### src/rtl/bridge_pkg.sv
// bridge_pkg: shared state codes, owner tags, AXI constants and the
// byte-strobe helper for cpu_axi_bridge.
package bridge_pkg;

  localparam logic [2:0] ST_IDLE = 3'd0;
  localparam logic [2:0] ST_AR   = 3'd1;
  localparam logic [2:0] ST_R    = 3'd2;
  localparam logic [2:0] ST_AW_W = 3'd3;
  localparam logic [2:0] ST_B    = 3'd4;

  localparam logic OWN_INST = 1'b0;
  localparam logic OWN_DATA = 1'b1;

  localparam logic [7:0] AXI_LEN   = 8'd0;
  localparam logic [1:0] AXI_BURST = 2'b01;
  localparam logic [1:0] AXI_LOCK  = 2'b00;
  localparam logic [3:0] AXI_CACHE = 4'd0;
  localparam logic [2:0] AXI_PROT  = 3'd0;

  typedef struct packed {
    logic        owner;
    logic        wr;
    logic [1:0]  size;
    logic [31:0] addr;
    logic [31:0] wdata;
  } req_t;

  // size 3 is illegal on the core side; treat it as a full word
  function automatic logic [3:0] strb(
    input logic [1:0] size,
    input logic [1:0] addr
  );
    logic [3:0] s;
    s = 4'b1111;
    case (size)
      2'd0:    s = 4'b0001 << addr;
      2'd1:    s = 4'b0011 << {addr[1], 1'b0};
      default: s = 4'b1111;
    endcase
    return s;
  endfunction

endpackage

### src/rtl/bridge_wstrb_gen.sv
// bridge_wstrb_gen: combinational write byte-lane strobes
// from the latched access size and low address bits.
module bridge_wstrb_gen (
  input  logic [1:0] size,
  input  logic [1:0] addr,
  output logic [3:0] wstrb
);
  import bridge_pkg::*;

  assign wstrb = strb(size, addr);

endmodule

### src/rtl/cpu_axi_bridge.sv
// cpu_axi_bridge: SRAM-like inst/data ports to single-beat AXI3 master.
// BRIDGE_POSTED_WRITE_EN: stores ack early, AW/W/B finish behind it.
module cpu_axi_bridge #(
  parameter logic [3:0] INST_ID = 4'd0,
  parameter logic [3:0] DATA_ID = 4'd1
) (
  input  logic        aclk,
  input  logic        aresetn,

  input  logic        inst_req,
  input  logic        inst_wr,
  input  logic [1:0]  inst_size,
  input  logic [31:0] inst_addr,
  input  logic [31:0] inst_wdata,
  output logic        inst_addr_ok,
  output logic        inst_data_ok,
  output logic [31:0] inst_rdata,

  input  logic        data_req,
  input  logic        data_wr,
  input  logic [1:0]  data_size,
  input  logic [31:0] data_addr,
  input  logic [31:0] data_wdata,
  output logic        data_addr_ok,
  output logic        data_data_ok,
  output logic [31:0] data_rdata,

  output logic [3:0]  arid,
  output logic [31:0] araddr,
  output logic [7:0]  arlen,
  output logic [2:0]  arsize,
  output logic [1:0]  arburst,
  output logic [1:0]  arlock,
  output logic [3:0]  arcache,
  output logic [2:0]  arprot,
  output logic        arvalid,
  input  logic        arready,

  input  logic [3:0]  rid,
  input  logic [31:0] rdata,
  input  logic [1:0]  rresp,
  input  logic        rlast,
  input  logic        rvalid,
  output logic        rready,

  output logic [3:0]  awid,
  output logic [31:0] awaddr,
  output logic [7:0]  awlen,
  output logic [2:0]  awsize,
  output logic [1:0]  awburst,
  output logic [1:0]  awlock,
  output logic [3:0]  awcache,
  output logic [2:0]  awprot,
  output logic        awvalid,
  input  logic        awready,

  output logic [3:0]  wid,
  output logic [31:0] wdata,
  output logic [3:0]  wstrb,
  output logic        wlast,
  output logic        wvalid,
  input  logic        wready,

  input  logic [3:0]  bid,
  input  logic [1:0]  bresp,
  input  logic        bvalid,
  output logic        bready
);
  import bridge_pkg::*;

  logic [2:0] state;
  req_t       cur;
  req_t       greq;
  logic       aw_done;
  logic       w_done;
  logic       grant_d;
  logic       grant_i;
  logic       aw_hs;
  logic       w_hs;
  logic       wr_fin;
  logic       r_fin;
  logic       data_rd_ok;
  logic       unused_in;

  assign unused_in = ^{inst_wr, rid, rresp, rlast, bid, bresp};

  assign grant_d = aresetn && (state == ST_IDLE) && data_req;
  assign grant_i = aresetn && (state == ST_IDLE) && !data_req
                   && inst_req;

  assign data_addr_ok = grant_d;
  assign inst_addr_ok = grant_i;

  // inst port is read-only: its wr bit is never latched
  always_comb begin
    greq = '{owner: OWN_INST, wr: 1'b0, size: inst_size,
             addr: inst_addr, wdata: inst_wdata};
    if (data_req)
      greq = '{owner: OWN_DATA, wr: data_wr, size: data_size,
               addr: data_addr, wdata: data_wdata};
  end

  assign aw_hs  = awvalid && awready;
  assign w_hs   = wvalid && wready;
  assign wr_fin = (aw_done || aw_hs) && (w_done || w_hs);

  always_ff @(posedge aclk) begin
    if (!aresetn) begin
      state   <= ST_IDLE;
      cur     <= '0;
      aw_done <= 1'b0;
      w_done  <= 1'b0;
    end else begin
      unique case (state)
        ST_IDLE: begin
          if (grant_d || grant_i) begin
            cur   <= greq;
            state <= greq.wr ? ST_AW_W : ST_AR;
          end
        end
        ST_AR: if (arready) state <= ST_R;
        ST_R:  if (rvalid) state <= ST_IDLE;
        ST_AW_W: begin
          aw_done <= aw_done || aw_hs;
          w_done  <= w_done || w_hs;
          if (wr_fin) begin
            state   <= ST_B;
            aw_done <= 1'b0;
            w_done  <= 1'b0;
          end
        end
        ST_B: if (bvalid) state <= ST_IDLE;
        default: state <= ST_IDLE;
      endcase
    end
  end

  assign arvalid = (state == ST_AR);
  assign rready  = (state == ST_R);
  assign awvalid = (state == ST_AW_W) && !aw_done;
  assign wvalid  = (state == ST_AW_W) && !w_done;
  assign bready  = (state == ST_B);

  assign arid    = (cur.owner == OWN_DATA) ? DATA_ID : INST_ID;
  assign araddr  = cur.addr;
  assign arlen   = AXI_LEN;
  assign arsize  = {1'b0, cur.size};
  assign arburst = AXI_BURST;
  assign arlock  = AXI_LOCK;
  assign arcache = AXI_CACHE;
  assign arprot  = AXI_PROT;

  assign awid    = DATA_ID;
  assign awaddr  = cur.addr;
  assign awlen   = AXI_LEN;
  assign awsize  = {1'b0, cur.size};
  assign awburst = AXI_BURST;
  assign awlock  = AXI_LOCK;
  assign awcache = AXI_CACHE;
  assign awprot  = AXI_PROT;

  assign wid   = DATA_ID;
  assign wdata = cur.wdata;
  assign wlast = 1'b1;

  bridge_wstrb_gen u_wstrb (
    .size  (cur.size),
    .addr  (cur.addr[1:0]),
    .wstrb (wstrb)
  );

  assign r_fin        = rready && rvalid;
  assign inst_data_ok = r_fin && (cur.owner == OWN_INST);
  assign data_rd_ok   = r_fin && (cur.owner == OWN_DATA);
  assign inst_rdata   = rdata;
  assign data_rdata   = rdata;

`ifdef BRIDGE_POSTED_WRITE_EN
  // store ack fires on the first AW_W cycle; IDLE is only
  // re-entered after B, which holds off any later request
  logic posted_ok;

  always_ff @(posedge aclk) begin
    if (!aresetn) posted_ok <= 1'b0;
    else          posted_ok <= grant_d && data_wr;
  end

  assign data_data_ok = data_rd_ok || posted_ok;
`else
  assign data_data_ok = data_rd_ok || (bready && bvalid);
`endif

endmodule

### config.mk
export PLATFORM = sky130hd
export DESIGN_NAME = cpu_axi_bridge
export DESIGN_NICKNAME = d
export VERILOG_FILES = /design/src/rtl/bridge_pkg.sv /design/src/rtl/bridge_wstrb_gen.sv /design/src/rtl/cpu_axi_bridge.sv
export SDC_FILE = /design/constraint.sdc
export NUM_CORES = 1
export LEC_CHECK = 0
export ABC_CLOCK_PERIOD_IN_PS = 2000
export CORE_AREA = 2 2 165 167
export DETAILED_ROUTE_END_ITERATION = 8
export DIE_AREA = 0 0 167 169
export HOLD_SLACK_MARGIN = 0.02
export PLACE_DENSITY = 0.6
export SETUP_SLACK_MARGIN = 0.1
export SYNTH_ARGS = -nofsm -noshare
export SYNTH_HDL_FRONTEND = slang
export SYNTH_HIERARCHICAL = 1
export SYNTH_SLANG_ARGS = --single-unit
### constraint.sdc
create_clock -name aclk -period 2 [get_ports aclk]
set_clock_uncertainty 0.05 [all_clocks]
set_input_delay 0.2 -clock aclk [delete_from_list [all_inputs] [get_ports aclk]]
set_output_delay 0.2 -clock aclk [all_outputs]
set_load 0.01 [all_outputs]
==> out/metrics.yaml <==
synth:
  synthAdderAreaFrac_pct: 0
  yosys.area_share.simple_pct: 9.27
  async_reset_ff_share_pct: 0
  synthMuxAreaShare_pct: 14.6
  synth_top_area_share_pct: 31.3
  yosysSeqAreaShare_pct: 31.3
  yosys_register_bits: 72
  synth_top_area_cell: "dfxtp_1"
  synth_area_leaders: "dfxtp_1, buf_4, mux2i_1, o211a_1, nand2_1"
  synth_warnings: 6
  ys_types: 30
  synth_top_family_by_area: "buffers and inverters"
  synthCells: 502
  synth_common_cells: "buf_4, dfxtp_1, nand2_1"
  synth_compound_area_share_pct: 16.9
  synth_flop_cell: "dfxtp_1"
  synth_edf_count: 0
  synth_most_common_cell: "buf_4"
  synth_xor_area_share_pct: 0
  syn_area_sq_um: 4600
  synth.avg_cell_area_sq_um: 9.17
clocking:
  cts_tree: "yes"
  cts_buffers: 9
  clk_path_buf_depth: 2
  clk_pin_slew_worst_paths_ns: 0.07
  cts_htree_levels: 3
  clock_latency_ns: 0.34
  cts_setup_buffers: 0
  clock-root-buffer: "clkbuf_16"
  ctsHoldBuffers: 0
  cts.sinks: 72
floorplan:
  fp.dieArea_sq_um: 28200
  io_pins: 418
  die_w_microns: 167
  start_util_pct: 17.4
  core.rowCount: 60
  die_y_microns: 169
  core_sq_um: 26500
setup_path:
  path_depth: 4
  cp-startpoint: "state[1]"
  r2r_start: "state[0]"
  required_ns: 1.75
  crit_type: "flop to primary output"
  critical_path.max_fanout: 6
  crit_end: "inst_data_ok"
  rrSetupSlack_ns: 0.27
  crit_arrival_ns: 1.57
  cpPeakStageDelay_ns: 0.41
  r2r_cells: 6
  cp.buffers_inverters: 1
  worstPathCellList: "nor3b_4 -> nand2_1 -> nor2_1 -> dlygate4sd2_1"
  crit_slowest_cell: "dfxtp_4"
  cp_top_family: "simple AND/OR/NAND/NOR gates"
  cp-start-kind: "flop"
  r2r-end: "araddr[11]"
  crit_path_end_kind: "primary output"
sta:
  hold_viol_final: 0
  fin_crit_sh_pct: 90.8
  fmax_ghz: 0.551
  setup_viol_count_final: 0
  final_max_slew_viol_count: 0
  min_period_ns: 1.82
  rsz0062_at_grt: "no"
cells_and_area:
  drive_above_1_share_pct: 8.41
  syn_to_final_growth_pct: 54.7
  multi_input_area_sq_um: 2120
  regArea_sq_um: 1460
  antennaDiodeCount: 0
  final_core_utilization_pct: 26.9
  finalInstanceArea_sq_um: 7120
  nNetsFinal: 849
  nFillCells: 2856
placement:
  dp_hpwl_mm: 13.0
  place.port_buffers: 255
  gp_congestion: 0.696
  place_area_sq_um: 6750
global_routing:
  grt_use_total_pct: 10.7
  grt.overflow.total: 0
  antenna_found_initial: 0
  grt_max_degree: 46
  grt_first_pass_wirelength_mm: 22.6
  grt_pass1_vias: 3751
detailed_routing:
  num_vias: 3861
  wl_per_cell_microns: 15.9
  antenna_left: 0
  dr.pass1.iters: 4
  drc: 0
  wirelength_mm: 16.0
  drt_iter0_markers: 71
  viasPerCell: 3.83
pwr:
  leakage_nw: 3.53
  irDropWorstVdd_mv: 0.279
  p_per_area_nw_per_um2: 760
outcome:
  status: "completed"
flow_run:
  maxCapViolCount: 0
hold_path:
  hold_class: "input port to flop"
[where the power goes]
| group | internal, mW | total (mW) | switching, mW | leakage, nW |
|---|---|---|---|---|
| Sequential | 1.63 | 1.80 | 0.168 | 0.596 |
| Combinational | 1.10 | 1.83 | 0.731 | 2.79 |
| Clock | 1.10 | 1.78 | 0.676 | 0.149 |
[kinds of logic after synthesis]
logic type / after synthesis
buf+inv: 184
flops: 72
mux: 67
other cells: 2
simple gates: 93
compound gates: 84
[metrics by stage]
stage / cells / power (mW) / hold WS (ns) / TNS, ns / setup WS (ns)
after floorplan: 552 / 2.85 / 0.291 / 0 / 0.371
after global placement: 991 / 3.65 / 0.350 / -0.0426 / -0.0117
after detailed placement: 991 / 3.66 / 0.350 / -0.238 / -0.0287
after CTS: 1007 / 5.52 / 0.281 / 0 / 0.0282
after global routing: 1007 / 5.71 / 0.329 / 0 / 0.109
final: 1007 / 5.41 / 0.289 / 0 / 0.184
[worst min-delay path: cells and delay by family]
family,cells,cell delay [ns]
buffers and inverters,1,0.21
AOI/OAI and AO/OA,1,0.12
and+or+nand+nor,1,0.10
[per-layer routing]
metal / wire [microns] / share of wire, % / track usage [%]
met1: 5290 / 33 / 9.84
met4: 430 / 2.7 / 4.39
met5: 0 / 0 / 0.696
met3: 2040 / 13 / 5.56
met2: 8250 / 52 / 19.8
[cell type report]
cell class | count | share of cell area, %
clock buffer | 10 | 3.22
sequential | 72 | 20.4
multi-input combinational | 296 | 29.7
tap | 341 | 5.99
timing repair buffer | 281 | 39.3
inverter | 1 | 0.0527
clock inverter | 6 | 1.30
[registers in the layout, indices dropped and copies added (netlist names)]
register / count
state: 3
cur: 1
araddr: 32
arsize: 2
w_done: 1
aw_done: 1
wdata: 32
[cells in the final DEF, fill, tap and decap left out, types with 2 or more instances in the layout]
cell type / instances
nor3b_4: 3
a21oi_1: 5
dfxtp_4: 3
nor2_1: 9
o21bai_1: 3
buf_12: 5
bufinv_16: 2
dfxtp_2: 2
clkbuf_16: 9
nand2_1: 70
dlymetal6s2s_1: 2
clkdlybuf4s50_1: 244
dfxtp_1: 67
a21o_1: 2
o21ai_0: 3
conb_1: 52
buf_4: 22
clkinvlp_4: 2
mux2i_1: 67
dlygate4sd2_1: 7
o211a_1: 66
[timing repair]
action | CTS | global route
setup endpoints to repair | 11 | 3
cloned | 0 | 0
resized for setup | 19 | 6
pin swaps | 0 | 0
[worst min path at each step]
stage              from            end  slack (ns)  cells past startpoint
2_1_floorplan    wready         w_done        0.29                      2
3_3_place_gp   rdata[8]  data_rdata[8]        0.35                      0
3_5_place_dp   rdata[8]  data_rdata[8]        0.35                      0
4_1_cts        data_req        cur[67]        0.28                      3
5_1_grt         aresetn      araddr[8]        0.33                      3
6_report       data_req        cur[67]        0.29                      3
Power figures use the tool's default switching activity.
